--- src/rtl/wts_slot_interface_pkg.sv ---
// Shared definitions for the wave table sound slot front end.
// Holds the register-select encoding, the address window base/mask pairs
// used by the mapper and window decoders, and the bank register reset values.
package wts_pkg;

  typedef enum logic [1:0] {
    SEL_SCC  = 2'd0,
    SEL_SCCI = 2'd1,
    SEL_WTS  = 2'd2
  } reg_sel_t;

  // Register windows
  localparam logic [15:0] SCC_BASE  = 16'h9800;
  localparam logic [15:0] SCC_MASK  = 16'hFF00;
  localparam logic [15:0] SCCI_BASE = 16'hB800;
  localparam logic [15:0] SCCI_MASK = 16'hFF00;
  localparam logic [15:0] WTS_BASE  = 16'hA000;
  localparam logic [15:0] WTS_MASK  = 16'hF000;

  // Mapper registers: BFFE/BFFF is the mode register; within 4000-BFFF an
  // address with A12:A11 = 2'b10 (x000-x7FF of an odd 4K page) is a bank write.
  localparam logic [15:0] MODE_BASE = 16'hBFFE;
  localparam logic [15:0] MODE_MASK = 16'hFFFE;
  localparam logic [15:0] BANK_BASE = 16'h1000;
  localparam logic [15:0] BANK_MASK = 16'h1800;

  localparam logic [3:0][7:0] BANK_RST = {8'h03, 8'h02, 8'h01, 8'h00};

  function automatic logic addr_match(input logic [15:0] a,
                                      input logic [15:0] base,
                                      input logic [15:0] mask);
    return (a & mask) == base;
  endfunction

  // 8K page 4000/6000/8000/A000 maps to bank 0/1/2/3.
  function automatic logic [1:0] bank_idx(input logic [1:0] a14_13);
    return a14_13 ^ 2'b10;
  endfunction

endpackage

--- src/rtl/wts_slot_interface_if.sv ---
// MSX cartridge slot bus as seen by the wave table sound core.
// master : the slot/host side (drives address, data in and strobes)
// slave  : the cartridge front end (drives read data and bus enable)
interface wts_slot_if;
  logic [15:0] slot_a;
  logic [7:0]  slot_d_in;
  logic [7:0]  slot_d_out;
  logic        slot_d_oe;
  logic        slot_nsltsl;
  logic        slot_nmerq;
  logic        slot_nrd;
  logic        slot_nwr;

  modport master (
    output slot_a, slot_d_in, slot_nsltsl, slot_nmerq, slot_nrd, slot_nwr,
    input  slot_d_out, slot_d_oe
  );

  modport slave (
    input  slot_a, slot_d_in, slot_nsltsl, slot_nmerq, slot_nrd, slot_nwr,
    output slot_d_out, slot_d_oe
  );
endinterface

--- src/rtl/wts_slot_interface_sync_edge.sv ---
// Synchroniser and falling-edge detector for one active-low slot strobe.
// Ports:
//   clk, rst_n : system clock, asynchronous active-low reset
//   pin        : raw asynchronous strobe
//   level      : synchronised strobe (1 = deasserted)
//   fall       : one-cycle pulse on a synchronised high-to-low transition
// After reset the strobe reads as deasserted until it has been seen high,
// so a strobe held low across reset never produces an edge for that cycle.
module wts_sync_edge #(
  parameter int SYNC_STAGES = 2
) (
  input  logic clk,
  input  logic rst_n,
  input  logic pin,
  output logic level,
  output logic fall
);

  logic [SYNC_STAGES-1:0] chain;
  logic                   prev;
  logic                   armed;

  always_ff @(posedge clk or negedge rst_n) begin
    if (!rst_n) begin
      chain <= '0;
      prev  <= 1'b0;
      armed <= 1'b0;
    end else begin
      chain <= {chain[SYNC_STAGES-2:0], pin};
      prev  <= chain[SYNC_STAGES-1];
      armed <= armed | chain[SYNC_STAGES-1];
    end
  end

  assign level = chain[SYNC_STAGES-1] | ~armed;
  assign fall  = armed & prev & ~chain[SYNC_STAGES-1];

endmodule

--- src/rtl/wts_slot_interface.sv ---
// MSX cartridge slot front end for the wave table sound core.
// Synchronises the slot strobes, implements the Konami SCC mapper (four bank
// registers and a mode register), and turns slot accesses to the SCC, SCC-I
// and WTS windows into single-cycle register requests. Other reads in
// 4000-BFFF select the external ROM through the bank registers.
// Ports:
//   clk          system clock
//   slot_nreset  asynchronous active-low reset
//   slot         slot bus (wts_slot_if.slave)
//   reg_wr/rd    one-cycle register write/read request
//   reg_sel      0=SCC 1=SCC-I 2=WTS
//   reg_a        register offset (addr[11:0]); reg_wdata latched write data
//   reg_rdata    register read data, returned on slot_d_out
//   mem_ncs      external ROM chip select (active-low); mem_a ROM A20..A13
// Build option: WTS_EXT_MODE_EN enables the WTS window and mode bit 6; when
// undefined mode bit 6 always reads 0 and A000-AFFF is plain ROM.
module wts_slot_interface
  import wts_pkg::*;
#(
  parameter int SYNC_STAGES = 2
) (
  input  logic        clk,
  input  logic        slot_nreset,
  wts_slot_if.slave   slot,
  output logic        reg_wr,
  output logic        reg_rd,
  output logic [1:0]  reg_sel,
  output logic [11:0] reg_a,
  output logic [7:0]  reg_wdata,
  input  logic [7:0]  reg_rdata,
  output logic        mem_ncs,
  output logic [7:0]  mem_a
);

  logic       sltsl_lvl, merq_lvl, nrd_lvl, nwr_lvl;
  logic       sltsl_fall_p0, merq_fall_p0, rd_fall_p0, wr_fall_p0;
  logic [7:0] bank [4];
  logic [7:0] mode_reg;
  reg_sel_t   sel_q;
  logic       ff_oe;

  wts_sync_edge #(.SYNC_STAGES(SYNC_STAGES)) u_sync_sltsl (
    .clk(clk), .rst_n(slot_nreset), .pin(slot.slot_nsltsl),
    .level(sltsl_lvl), .fall(sltsl_fall_p0));
  wts_sync_edge #(.SYNC_STAGES(SYNC_STAGES)) u_sync_merq (
    .clk(clk), .rst_n(slot_nreset), .pin(slot.slot_nmerq),
    .level(merq_lvl), .fall(merq_fall_p0));
  wts_sync_edge #(.SYNC_STAGES(SYNC_STAGES)) u_sync_rd (
    .clk(clk), .rst_n(slot_nreset), .pin(slot.slot_nrd),
    .level(nrd_lvl), .fall(rd_fall_p0));
  wts_sync_edge #(.SYNC_STAGES(SYNC_STAGES)) u_sync_wr (
    .clk(clk), .rst_n(slot_nreset), .pin(slot.slot_nwr),
    .level(nwr_lvl), .fall(wr_fall_p0));

  // Slot-select and memory-request edges carry no meaning of their own.
  logic unused_sink;
  assign unused_sink = &{1'b0, sltsl_fall_p0, merq_fall_p0};

  // ---- stage p0: decode from synchronised strobes and current mapper state
  logic       active;
  logic       in_rom, bank_hit, mode_hit;
  logic       scc_hit, scci_hit, wts_hit, win_hit;
  reg_sel_t   win_sel;
  logic       wr_go_p0, rd_go_p0, rom_rd_p0;
  logic [1:0] page_bank;

  assign active    = ~sltsl_lvl & ~merq_lvl;
  assign in_rom    = slot.slot_a[15] ^ slot.slot_a[14];
  assign bank_hit  = in_rom & addr_match(slot.slot_a, BANK_BASE, BANK_MASK);
  assign mode_hit  = addr_match(slot.slot_a, MODE_BASE, MODE_MASK);
  assign page_bank = bank_idx(slot.slot_a[14:13]);

  always_comb begin
    scc_hit  = ~mode_reg[5] & (bank[2][5:0] == 6'h3F)
             & addr_match(slot.slot_a, SCC_BASE, SCC_MASK);
    scci_hit = mode_reg[5] & bank[3][7]
             & addr_match(slot.slot_a, SCCI_BASE, SCCI_MASK);
`ifdef WTS_EXT_MODE_EN
    wts_hit  = mode_reg[6] & bank[3][7]
             & addr_match(slot.slot_a, WTS_BASE, WTS_MASK);
`else
    wts_hit  = 1'b0;
`endif
    win_hit  = scc_hit | scci_hit | wts_hit;
    win_sel  = SEL_SCC;
    if (wts_hit)       win_sel = SEL_WTS;
    else if (scci_hit) win_sel = SEL_SCCI;
  end

  // A write edge in the same cycle as a read edge suppresses the read.
  assign wr_go_p0  = active & wr_fall_p0;
  assign rd_go_p0  = active & rd_fall_p0 & ~wr_fall_p0;
  assign rom_rd_p0 = active & ~nrd_lvl & in_rom & ~win_hit;

  // ---- stage p1: registered requests, mapper updates and ROM select
  always_ff @(posedge clk or negedge slot_nreset) begin
    if (!slot_nreset) begin
      for (int i = 0; i < 4; i++) bank[i] <= BANK_RST[i];
      mode_reg  <= 8'h00;
      reg_wr    <= 1'b0;
      reg_rd    <= 1'b0;
      sel_q     <= SEL_SCC;
      reg_a     <= 12'h000;
      reg_wdata <= 8'h00;
      ff_oe     <= 1'b0;
      mem_ncs   <= 1'b1;
      mem_a     <= 8'h00;
    end else begin
      reg_wr <= 1'b0;
      reg_rd <= 1'b0;
      if (wr_go_p0) begin
        if (mode_hit) begin
`ifdef WTS_EXT_MODE_EN
          mode_reg <= slot.slot_d_in;
`else
          mode_reg <= slot.slot_d_in & 8'hBF;
`endif
        end else if (bank_hit) begin
          bank[page_bank] <= slot.slot_d_in;
        end else if (win_hit) begin
          reg_wr    <= 1'b1;
          sel_q     <= win_sel;
          reg_a     <= slot.slot_a[11:0];
          reg_wdata <= slot.slot_d_in;
        end
      end else if (rd_go_p0 && win_hit) begin
        reg_rd <= 1'b1;
        sel_q  <= win_sel;
        reg_a  <= slot.slot_a[11:0];
        ff_oe  <= 1'b1;
      end else if (nrd_lvl) begin
        ff_oe <= 1'b0;
      end
      mem_ncs <= ~rom_rd_p0;
      if (rom_rd_p0) mem_a <= bank[page_bank];
    end
  end

  assign reg_sel         = sel_q;
  assign slot.slot_d_out = reg_rdata;
  // Raw pins gate the drive so the bus is released as soon as the strobe rises.
  assign slot.slot_d_oe  = ff_oe & ~slot.slot_nrd & ~slot.slot_nsltsl;

endmodule

--- src/flat_wrapper.sv ---
// flat-port wrapper written by rule: the top's interface ports become plain ports
module wts_slot_interface_flat import wts_pkg::*;
#(
  parameter int SYNC_STAGES = 2
)
  (clk, slot_nreset, reg_wr, reg_rd, reg_sel, reg_a, reg_wdata, reg_rdata, mem_ncs, mem_a, slot_slot_a, slot_slot_d_in, slot_slot_nsltsl, slot_slot_nmerq, slot_slot_nrd, slot_slot_nwr, slot_slot_d_out, slot_slot_d_oe);
  wts_slot_if slot_i ();
  input  logic clk;
  input  logic slot_nreset;
  output logic reg_wr;
  output logic reg_rd;
  output logic [1:0] reg_sel;
  output logic [11:0] reg_a;
  output logic [7:0] reg_wdata;
  input  logic [7:0] reg_rdata;
  output logic mem_ncs;
  output logic [7:0] mem_a;
  input wire logic [$bits(slot_i.slot_a)-1:0] slot_slot_a;
  input wire logic [$bits(slot_i.slot_d_in)-1:0] slot_slot_d_in;
  input wire logic [$bits(slot_i.slot_nsltsl)-1:0] slot_slot_nsltsl;
  input wire logic [$bits(slot_i.slot_nmerq)-1:0] slot_slot_nmerq;
  input wire logic [$bits(slot_i.slot_nrd)-1:0] slot_slot_nrd;
  input wire logic [$bits(slot_i.slot_nwr)-1:0] slot_slot_nwr;
  output wire logic [$bits(slot_i.slot_d_out)-1:0] slot_slot_d_out;
  output wire logic [$bits(slot_i.slot_d_oe)-1:0] slot_slot_d_oe;
  assign slot_i.slot_a = slot_slot_a;
  assign slot_i.slot_d_in = slot_slot_d_in;
  assign slot_i.slot_nsltsl = slot_slot_nsltsl;
  assign slot_i.slot_nmerq = slot_slot_nmerq;
  assign slot_i.slot_nrd = slot_slot_nrd;
  assign slot_i.slot_nwr = slot_slot_nwr;
  assign slot_slot_d_out = slot_i.slot_d_out;
  assign slot_slot_d_oe = slot_i.slot_d_oe;
  wts_slot_interface #(.SYNC_STAGES(SYNC_STAGES)) u_core (.clk(clk), .slot_nreset(slot_nreset), .slot(slot_i), .reg_wr(reg_wr), .reg_rd(reg_rd), .reg_sel(reg_sel), .reg_a(reg_a), .reg_wdata(reg_wdata), .reg_rdata(reg_rdata), .mem_ncs(mem_ncs), .mem_a(mem_a));
endmodule
--- config.mk ---
export PLATFORM = sky130hd
export DESIGN_NAME = wts_slot_interface_flat
export DESIGN_NICKNAME = d
export VERILOG_FILES = /design/src/rtl/wts_slot_interface_pkg.sv /design/src/rtl/wts_slot_interface_if.sv /design/src/rtl/wts_slot_interface_sync_edge.sv /design/src/rtl/wts_slot_interface.sv /design/src/flat_wrapper.sv
export SDC_FILE = /design/constraint.sdc
export NUM_CORES = 1
export LEC_CHECK = 0
export CAP_MARGIN = 20
export CORE_MARGIN = 2
export CORE_UTILIZATION = 49
export DETAILED_ROUTE_END_ITERATION = 8
export GPL_TIMING_DRIVEN = 0
export PLACE_DENSITY_LB_ADDON = 0.12
export SKIP_CTS_REPAIR_TIMING = 1
export SLEW_MARGIN = 10
export SYNTH_ARGS = -nofsm -noshare
export SYNTH_HDL_FRONTEND = slang
export SYNTH_SLANG_ARGS = --single-unit
--- constraint.sdc ---
create_clock -name clk -period 2.45 [get_ports clk]
set_input_delay 0.3675 -clock clk [delete_from_list [all_inputs] [get_ports clk]]
set_output_delay 0.3675 -clock clk [all_outputs]
set_load 0.01 [all_outputs]
; Word-level counts from Yosys, hierarchy flattened
; Index checks and enable logic that the tools add are counted.
[totals]
output_inout_bits = 42
wordCells = 113
ff_bits = 86
in_bits = 38
[classes]
reduce_logical = 9
n_mux = 25
n_eq_ne = 8
bitwise_logic = 46
n_lt_le_gt_ge = 2
[op_table]
columns = cell, count
row1 = $mux W12, 5
row2 = $bwmux W32, 1
row3 = $mux W8, 3
row4 = $and A1 B1 Y1, 18
row5 = $not A1 Y1, 18
row6 = $bmux W8 S2, 1
row7 = $demux W8 S2, 1
row8 = $eq A8 B8 Y1 const B, 2
row9 = $eq A15 B15 Y1 const B, 1
row10 = $mux W2, 5
row11 = $mux W1, 9
row12 = $or A1 B1 Y1, 8
row13 = $reduce_and A4 Y1, 2
row14 = $eq A6 B6 Y1 const B, 1
row15 = $ne A2 B2 Y1 const B, 2
row16 = $reduce_and A2 Y1, 2
row17 = $reduce_bool A2 Y1, 2
row18 = $ge A3 B3 Y1 const B, 1
row19 = $lt A3 B1 Y1 const B, 1
row20 = $not A2 Y3, 1
row21 = $reduce_and A3 Y1, 1
row22 = $eq A2 B2 Y1 const B, 1
row23 = $logic_and A1 B1 Y1, 2
row24 = $ne A2 B1 Y1 const B, 1
row25 = $xor A1 B1 Y1, 1

; Depth between registers and ports, before layout
; Gate-level depths: netlist (run 1).
[logic_depth]
ltp_word = 9
ltp_mapped = 8
ltp_nobuf = 7

; By module
; A second synthesis (run 1) with hierarchy kept.
[hier_totals]
hier_cells = 214
hier_area_um2 = 3349.5
[modules_own_cells]
columns = mod, area_per_inst_um2, seq_area_each_um2, instances, cells_per_inst
row1 = wts_slot_interface, 2859.0, 1657.8, 1, 186
row2 = wts_sync_edge, 122.6, 100.1, 4, 7

; Worst setup path after synthesis (run 1)
; Ideal clock, no wire load.
[synth_timing]
path_type = input to register
from = in slot_slot_a[14]
to = reg u_core.bank[24] in the netlist's numbering
n_path_buf = 0
required_time_ps = 2325
arrival_time_ps = 1961
cell_stages = 7
path_slack_ps = 365
path_cell_list = inv_1 ha_1 or3b_1 nor3_2 nand2_1 nor2_2 mux2_2
[synth_between]
elab_chain_len = 7
[synth_rtl]
columns = element, line
row1 = from (decl), flat_wrapper.sv:18  ; input wire logic [$bits(slot_i.slot_a)-1:0] slot_slot_a;
row2 = $not A1 Y1 (no line), --
row3 = $not A2 Y3 (implied by the code), wts_slot_interface.sv:119  ; bank[page_bank] <= slot.slot_d_in;
row4 = $ge A3 B3 Y1 (implied by the code) or $lt A3 B1 Y1 (tied branches), wts_slot_interface.sv:119
row5 = $logic_and A1 B1 Y1 (implied by the code), wts_slot_interface.sv:119
row6 = $mux W8 (implied by the code), wts_slot_interface.sv:119
row7 = $demux W8 S2, wts_slot_interface.sv:119
row8 = $bwmux W32, wts_slot_interface.sv:119
row9 = "to (signal, indexed assignment)", wts_slot_interface.sv:119
row10 = to (decl), wts_slot_interface.sv:37  ; logic [7:0] bank [4];
; Parallel ways exist; a longest one is shown, timed or not.
; A chain may end at the register's enable or synchronous reset.

; Worst setup path in the final report (run 1)
[layout_timing]
from = in slot_slot_a[15]
to = reg u_core.reg_a[2]
[layout_between]
elab_chain_len = 6
[layout_rtl]
columns = element, line
row1 = $eq A8 B8 Y1, wts_slot_interface_pkg.sv:32  ; return (a & mask) == base;
row2 = $and A1 B1 Y1 (on tied branches), "wts_slot_interface.sv:75, wts_slot_interface.sv:77"
row3 = $or A1 B1 Y1, wts_slot_interface.sv:84  ; win_hit = scc_hit | scci_hit | wts_hit;
row4 = $logic_and A1 B1 Y1, wts_slot_interface.sv:126  ; end else if (rd_go_p0 && win_hit) begin
row5 = $reduce_bool A2 Y1 (no line), --
row6 = $reduce_and A4 Y1 (no line) *, --
row7 = to (signal assigned), wts_slot_interface.sv:123  ; reg_a <= slot.slot_a[11:0];
row8 = to (signal assigned), wts_slot_interface.sv:129  ; reg_a <= slot.slot_a[11:0];
row9 = to (decl), wts_slot_interface.sv:28  ; output logic [11:0] reg_a,
; Every way passes the cells marked *; elsewhere a longest branch is shown, timed or not.

==> results of run 1 <==
[critical path: stages]
cell and delay, ns:
clkdlybuf4s50_1 0.44, ha_1 0.32, or3b_4 0.15, or3b_4 0.39
nor4_4 0.26, buf_4 0.19, nor2_4 0.05, buf_6 0.16
mux2_4 0.29
[how the worst min path moves through the flow]
stage                                               to  slack [ns]  cells after the start
final                     u_core.u_sync_sltsl.chain[1]        0.35                      0
after global routing         u_core.u_sync_rd.chain[1]        0.36                      0
after floorplan                        u_core.bank[10]        0.07                      0
after global placement     u_core.u_sync_merq.chain[1]        0.33                      0
after CTS                             u_core.reg_a[10]       -0.03                      1
after detailed placement  u_core.u_sync_sltsl.chain[1]        0.33                      0
[routing by layer]
layer	up-vias	GRT usage, %
met4	0	7.36
met3	8	6.26
met2	72	28.8
met5	-	0
met1	1006	27.3
li1	914	-
[area by class of cell]
type,instances,area share [%]
Clock inverter,3,1.47
Inverter,1,0.0846
Tap cell,77,2.17
Sequential cell,80,45.2
Multi-Input combinational cell,112,28.0
Clock buffer,13,3.58
Buffer,14,2.31
Timing Repair Buffer,75,17.2
[report_power, final]
part           leakage, nW  switching, mW  total (mW)  internal [mW]
Combinational        0.884         0.0987       0.243          0.144
Clock                0.114          0.446        1.08          0.629
Sequential            1.05         0.0242        1.40           1.37
[cells by family (layout without fill, tap and decap cells)]
group,after synthesis,in the layout,synth area share (%)
mux,66,66,26.0
buf+inv,15,106,3.10
simple gates,41,41,9.04
compound gates,3,3,0.643
other cells,1,1,0.113
fa+ha+maj,1,1,0.378
flops,80,80,60.7
[metrics by stage]
step           std cells  TNS [ns]
2_1_floorplan        207         0
3_3_place_gp         353   -155.88
3_5_place_dp         354    -22.63
4_1_cts              370     -3.18
5_1_grt              375  -0.00585
6_report             375         0
[synth_stat cells (2+ instances only)]
cell	n	area share [%]
dfrtp_1	75	57
mux2_2	49	17
buf_4	10	2.3
mux4_2	8	5.4
mux2_4	7	3.2
dfstp_2	5	4.0
nand3_1	5	0.76
nand2_1	4	0.45
nor2_1	4	0.45
or2_2	4	0.76
and2_1	3	0.57
nand4b_1	3	0.79
mux2_1	2	0.68
nand4_1	2	0.38
nor2_2	2	0.38
or3b_1	2	0.53
==> out/qor.yml, run 1 <==
route:
  wl_met2_um: 2920
  wl_met3_um: 387
  drc_errors: 0
  top_layer: "met4"
  drt_wl_total_um: 6580
  wire_per_inst_um: 17.6
  num_vias: 2000
  drt_iter0_markers: 59
  via_per_inst: 5.33
  detail-route-antenna-nets: 0
  m1WireLength_um: 3170
  firstDrtPassIters: 4
global_route:
  grt_first_pass_wirelength_um: 10800
  antenna_found_initial: 0
  grt.overflow.total: 0
  grt_pass1_vias: 2110
  grtUsageTotal_pct: 19.5
  grt_max_degree: 48
worst_hold_path:
  worstHoldStart: "u_core.u_sync_sltsl.chain[0]"
  hold_class: "flop to flop"
synthesis:
  synthArstFlopShare_pct: 100
  synthCells: 207
  seq_area_frac_synth_pct: 60.7
  synth_ff_type: "dfrtp_1"
  syn_area_um2: 3310
  syn_area_per_cell_um2: 16.0
  ys_types: 38
  synth_edf_count: 0
  yosysWarningCount: 0
  synth_seq_cells: 80
  syn_nets: 246
sta:
  period_share_pct: 97.9
  fmax_mhz: 417
  hold_viol_final: 0
  period_needed_ns: 2.40
  setup_ws_ns: 0.0508
  tightest_slew_ns: 0.786
  hold-worst-slack_ns: 0.351
  finalMaxSlewViolations: 0
  setup_violations: 0
  skew_ns: 0.0108
  slew_headroom_pct: 47.6
clocking:
  cts_made_buffers: 9
  cts_tree: "built"
  cts_sinks: 80
  h-tree-depth: 3
  cts.clk_slew.worst_paths_ns: 0.07
  cts_root_buffer: "clkbuf_8"
  cts_buffer_depth: 2
  worstSkewPairLatency_ns: 0.34
cells_and_area:
  final_common_cell: "dfrtp_1"
  fin_nets: 332
  stdcell_area_um2: 4440
  area_delta_synth_final_pct: 34.2
  regArea_um2: 2010
  regMostFlops: "u_core.bank"
  drive_gt1_share_pct: 39.6
  diodes: 0
  fillers: 468
  reg.largest.list: "u_core.bank x32, u_core.reg_a x12"
  largest_register_ffs: 32
  multiInputGateArea_um2: 1240
  final_cell_mix: "dfrtp_1, clkdlybuf4s50_1, mux2_2, buf_4, clkbuf_8"
  fin_util_pct: 69.1
placed_design:
  dp_hpwl_um: 4340
  postPlaceCellArea_um2: 4120
  place_congestion: 0.765
  place_ws_ns: -0.529
  io_buffers: 69
floorplan:
  dieWidth_um: 86.2
  dieArea_um2: 7420
  io_pins: 80
  chipHeight_um: 86.2
  core-area_um2: 6420
  start_util_pct: 51.5
  row_count: 29
power_and_ir_drop:
  p_leak_nw: 2.05
  peakVddDrop_v: 0.000450
  power.density_nw_per_um2: 612
  power_mw: 2.72
critical_path:
  regToRegSetupSlack_ns: 0.25
  startpoint: "slot_slot_a[15]"
  crit_arrival_ns: 2.62
  worst_ep_required_time_ns: 2.67
  crit_end: "u_core.reg_a[2]"
  endpoint_kind: "flop"
  critPathKind: "input pin to flop"
  ff2ff_path_depth: 7
  reg2reg_from: "u_core.u_sync_wr.chain[1]"
  path_max_fanout: 8
  worst_setup_path_start_kind: "input pin"
  r2r-end: "u_core.reg_a[2]"
run_status:
  status: "finished, final reports clean"
run:
  max-cap-violations: 0
No activity file was read; power rests on OpenSTA's default activity.
==> run 2: changes to the inputs <==
--- a/config.mk
+++ b/config.mk
@@ -5,11 +5,13 @@
 export SDC_FILE = /design/constraint.sdc
 export NUM_CORES = 1
 export LEC_CHECK = 0
+export ABC_AREA = 1
 export CAP_MARGIN = 20
 export CORE_MARGIN = 2
-export CORE_UTILIZATION = 49
+export CORE_UTILIZATION = 50
 export DETAILED_ROUTE_END_ITERATION = 8
 export GPL_TIMING_DRIVEN = 0
+export HOLD_SLACK_MARGIN = 0.15
 export PLACE_DENSITY_LB_ADDON = 0.12
 export SKIP_CTS_REPAIR_TIMING = 1
 export SLEW_MARGIN = 10
==> out/qor.yml, run 2 <==
run_status:
  status: "finished, final reports clean"
sta:
  slew_headroom_pct: 62.9
  skew_ns: 0.0158
  period_share_pct: 84.0
  hold_viol_final: 0
  setup_violations: 0
  period_needed_ns: 2.06
  fmax_mhz: 486
  fin_setup_tns_ns: 0
  tightest_slew_ns: 0.550
  finalMaxSlewViolations: 0
  hold-worst-slack_ns: 0.348
  rsz0062_at_grt: "no"
synthesis:
  synth_top_area_share_pct: 53.6
  yosysWarningCount: 0
  synthTopCellsByCount: "nand2_1, dfrtp_1, inv_1, o21ai_0, nand3_1"
  synth_ff_type: "dfrtp_1"
  synthArstFlopShare_pct: 100
  yosysMostFrequentCell: "nand2_1"
  yosysTopAreaCell: "dfrtp_1"
  syn_nets: 435
  synth_seq_cells: 80
  synthTopCellsByArea: "dfrtp_1, nand2_1, o21ai_0, inv_1, nand3_1"
  ys_types: 28
  syn_area_um2: 3500
  synthCells: 396
  synth_edf_count: 0
  seq_area_frac_synth_pct: 57.3
  syn_area_per_cell_um2: 8.84
global_route:
  grt_first_pass_wirelength_um: 13000
  grt.overflow.total: 0
  grt_max_degree: 54
  grt_pass1_vias: 2768
  antenna_found_initial: 0
  grtUsageTotal_pct: 22.1
placed_design:
  dp_hpwl_um: 5610
  io_buffers: 69
  place_congestion: 0.824
route:
  drc_errors: 0
  detail-route-antenna-nets: 0
  firstDrtPassIters: 4
  via_per_inst: 4.99
  drt_iter0_markers: 171
  wire_per_inst_um: 13.3
  num_vias: 2892
  drt_wl_total_um: 7700
clocking:
  h-tree-depth: 3
  cts.clk_slew.worst_paths_ns: 0.08
  cts_made_buffers: 9
  worstSkewPairLatency_ns: 0.36
  cts_sinks: 80
  cts_buffer_depth: 2
  cts_root_buffer: "clkbuf_8"
  cts_tree: "built"
cells_and_area:
  final_common_cell: "nand2_1"
  largest_register_ffs: 32
  final_cell_mix: "nand2_1, dfrtp_1, clkdlybuf4s50_1, inv_1, o21ai_0"
  area_delta_synth_final_pct: 31.2
  reg.largest.list: "u_core.bank x32, u_core.reg_a x12"
  fin_nets: 517
  diodes: 0
  drive_gt1_share_pct: 11.0
  regMostFlops: "u_core.bank"
floorplan:
  dieArea_um2: 7690
  chipHeight_um: 87.7
  dieWidth_um: 87.7
  start_util_pct: 51.5
  row_count: 30
  core-area_um2: 6790
  io_pins: 80
power_and_ir_drop:
  power.density_nw_per_um2: 623
  intPower_mw: 2.22
  clkPwrFrac_pct: 41.4
  comb_power_share_pct: 9.4
  power.switching_mw: 0.645
  power.share.switching_pct: 22.5
  peakVddDrop_v: 0.000470
  p_leak_nw: 2.20
  power.share.sequential_pct: 49.2
run:
  max-cap-violations: 0
critical_path:
  regToRegSetupSlack_ns: 0.70
  worst_ep_required_time_ns: 2.68
  worst_setup_path_start_kind: "input pin"
  crit_end: "u_core.bank[22]"
  ff2ff_path_depth: 7
  critPathKind: "input pin to flop"
  reg2reg_from: "u_core.u_sync_wr.chain[1]"
  startpoint: "slot_slot_a[14]"
  path_max_fanout: 10
  endpoint_kind: "flop"
  r2r-end: "u_core.bank[22]"
  crit_arrival_ns: 2.28
worst_hold_path:
  hold_depth: 0
  hold_class: "flop to flop"
[run 2: metal layers]
layer,global-route usage [%],routed length (µm)
met3,4.05,310
met4,8.25,125
met2,35.5,3590
met1,30.1,3670
met5,0,0
[run 2: cell families after synthesis]
logic type                 synth area share, %
AOI/OAI and AO/OA                         10.9
adders and majority gates                0.357
buffers and inverters                     8.40
DFF                                       57.3
other                                    0.107
and+or+nand+nor                           22.9
[run 2: critical path, cell delays in order]
cell and delay [ns]:
clkdlybuf4s50_1 0.54, inv_1 0.10, ha_1 0.32, inv_1 0.06, nand2_1 0.08, inv_1 0.13, nand2_1 0.09, nor2_2 0.28
buf_4 0.23, o21ai_0 0.08
[run 2: worst min path at each step]
stage	from	to	slack [ns]
floorplan	slot_nreset	u_core.bank[10]	0.07
global placement	u_core.u_sync_rd.chain[0]	u_core.u_sync_rd.chain[1]	0.33
detailed placement	slot_nreset	u_core.reg_a[1]	0.31
CTS	slot_nreset	u_core.u_sync_rd.chain[0]	-0.06
global route	u_core.u_sync_merq.chain[0]	u_core.u_sync_merq.chain[1]	0.37
finish	u_core.u_sync_rd.chain[0]	u_core.u_sync_rd.chain[1]	0.35
[run 2: area by class of cell]
cell class              count  area (µm²)
fillers                   567        2200
flip-flops and latches     80        2010
multi-input cells         254        1200
repair buffers             71         726
inverters                  43         161
clock buffers              11         141
plain buffers              19         133
well taps                  96         120
clock inverters             5         104
[run 2: power groups by stage]
stage | registers, mW | logic [mW] | clock network (mW)
3_5_place_dp | 1.43 | 0.270 | 0
6_report | 1.41 | 0.269 | 1.18
5_1_grt | 1.42 | 0.302 | 1.24
3_3_place_gp | 1.43 | 0.261 | 0
2_1_floorplan | 1.44 | 0.105 | 0
4_1_cts | 1.41 | 0.271 | 1.19
[run 2: per-stage QoR]
stage	utilization [%]	instance area, µm²	cells	power [mW]	worst slack, ns
after floorplan	-	3500	396	1.54	0.901
after global placement	63.5	4310	561	1.69	-1.71
after detailed placement	63.8	4340	562	1.70	0.0323
after CTS	67.5	4580	578	2.87	0.388
after global routing	67.6	4590	579	2.96	0.195
final	67.6	4590	579	2.86	0.393
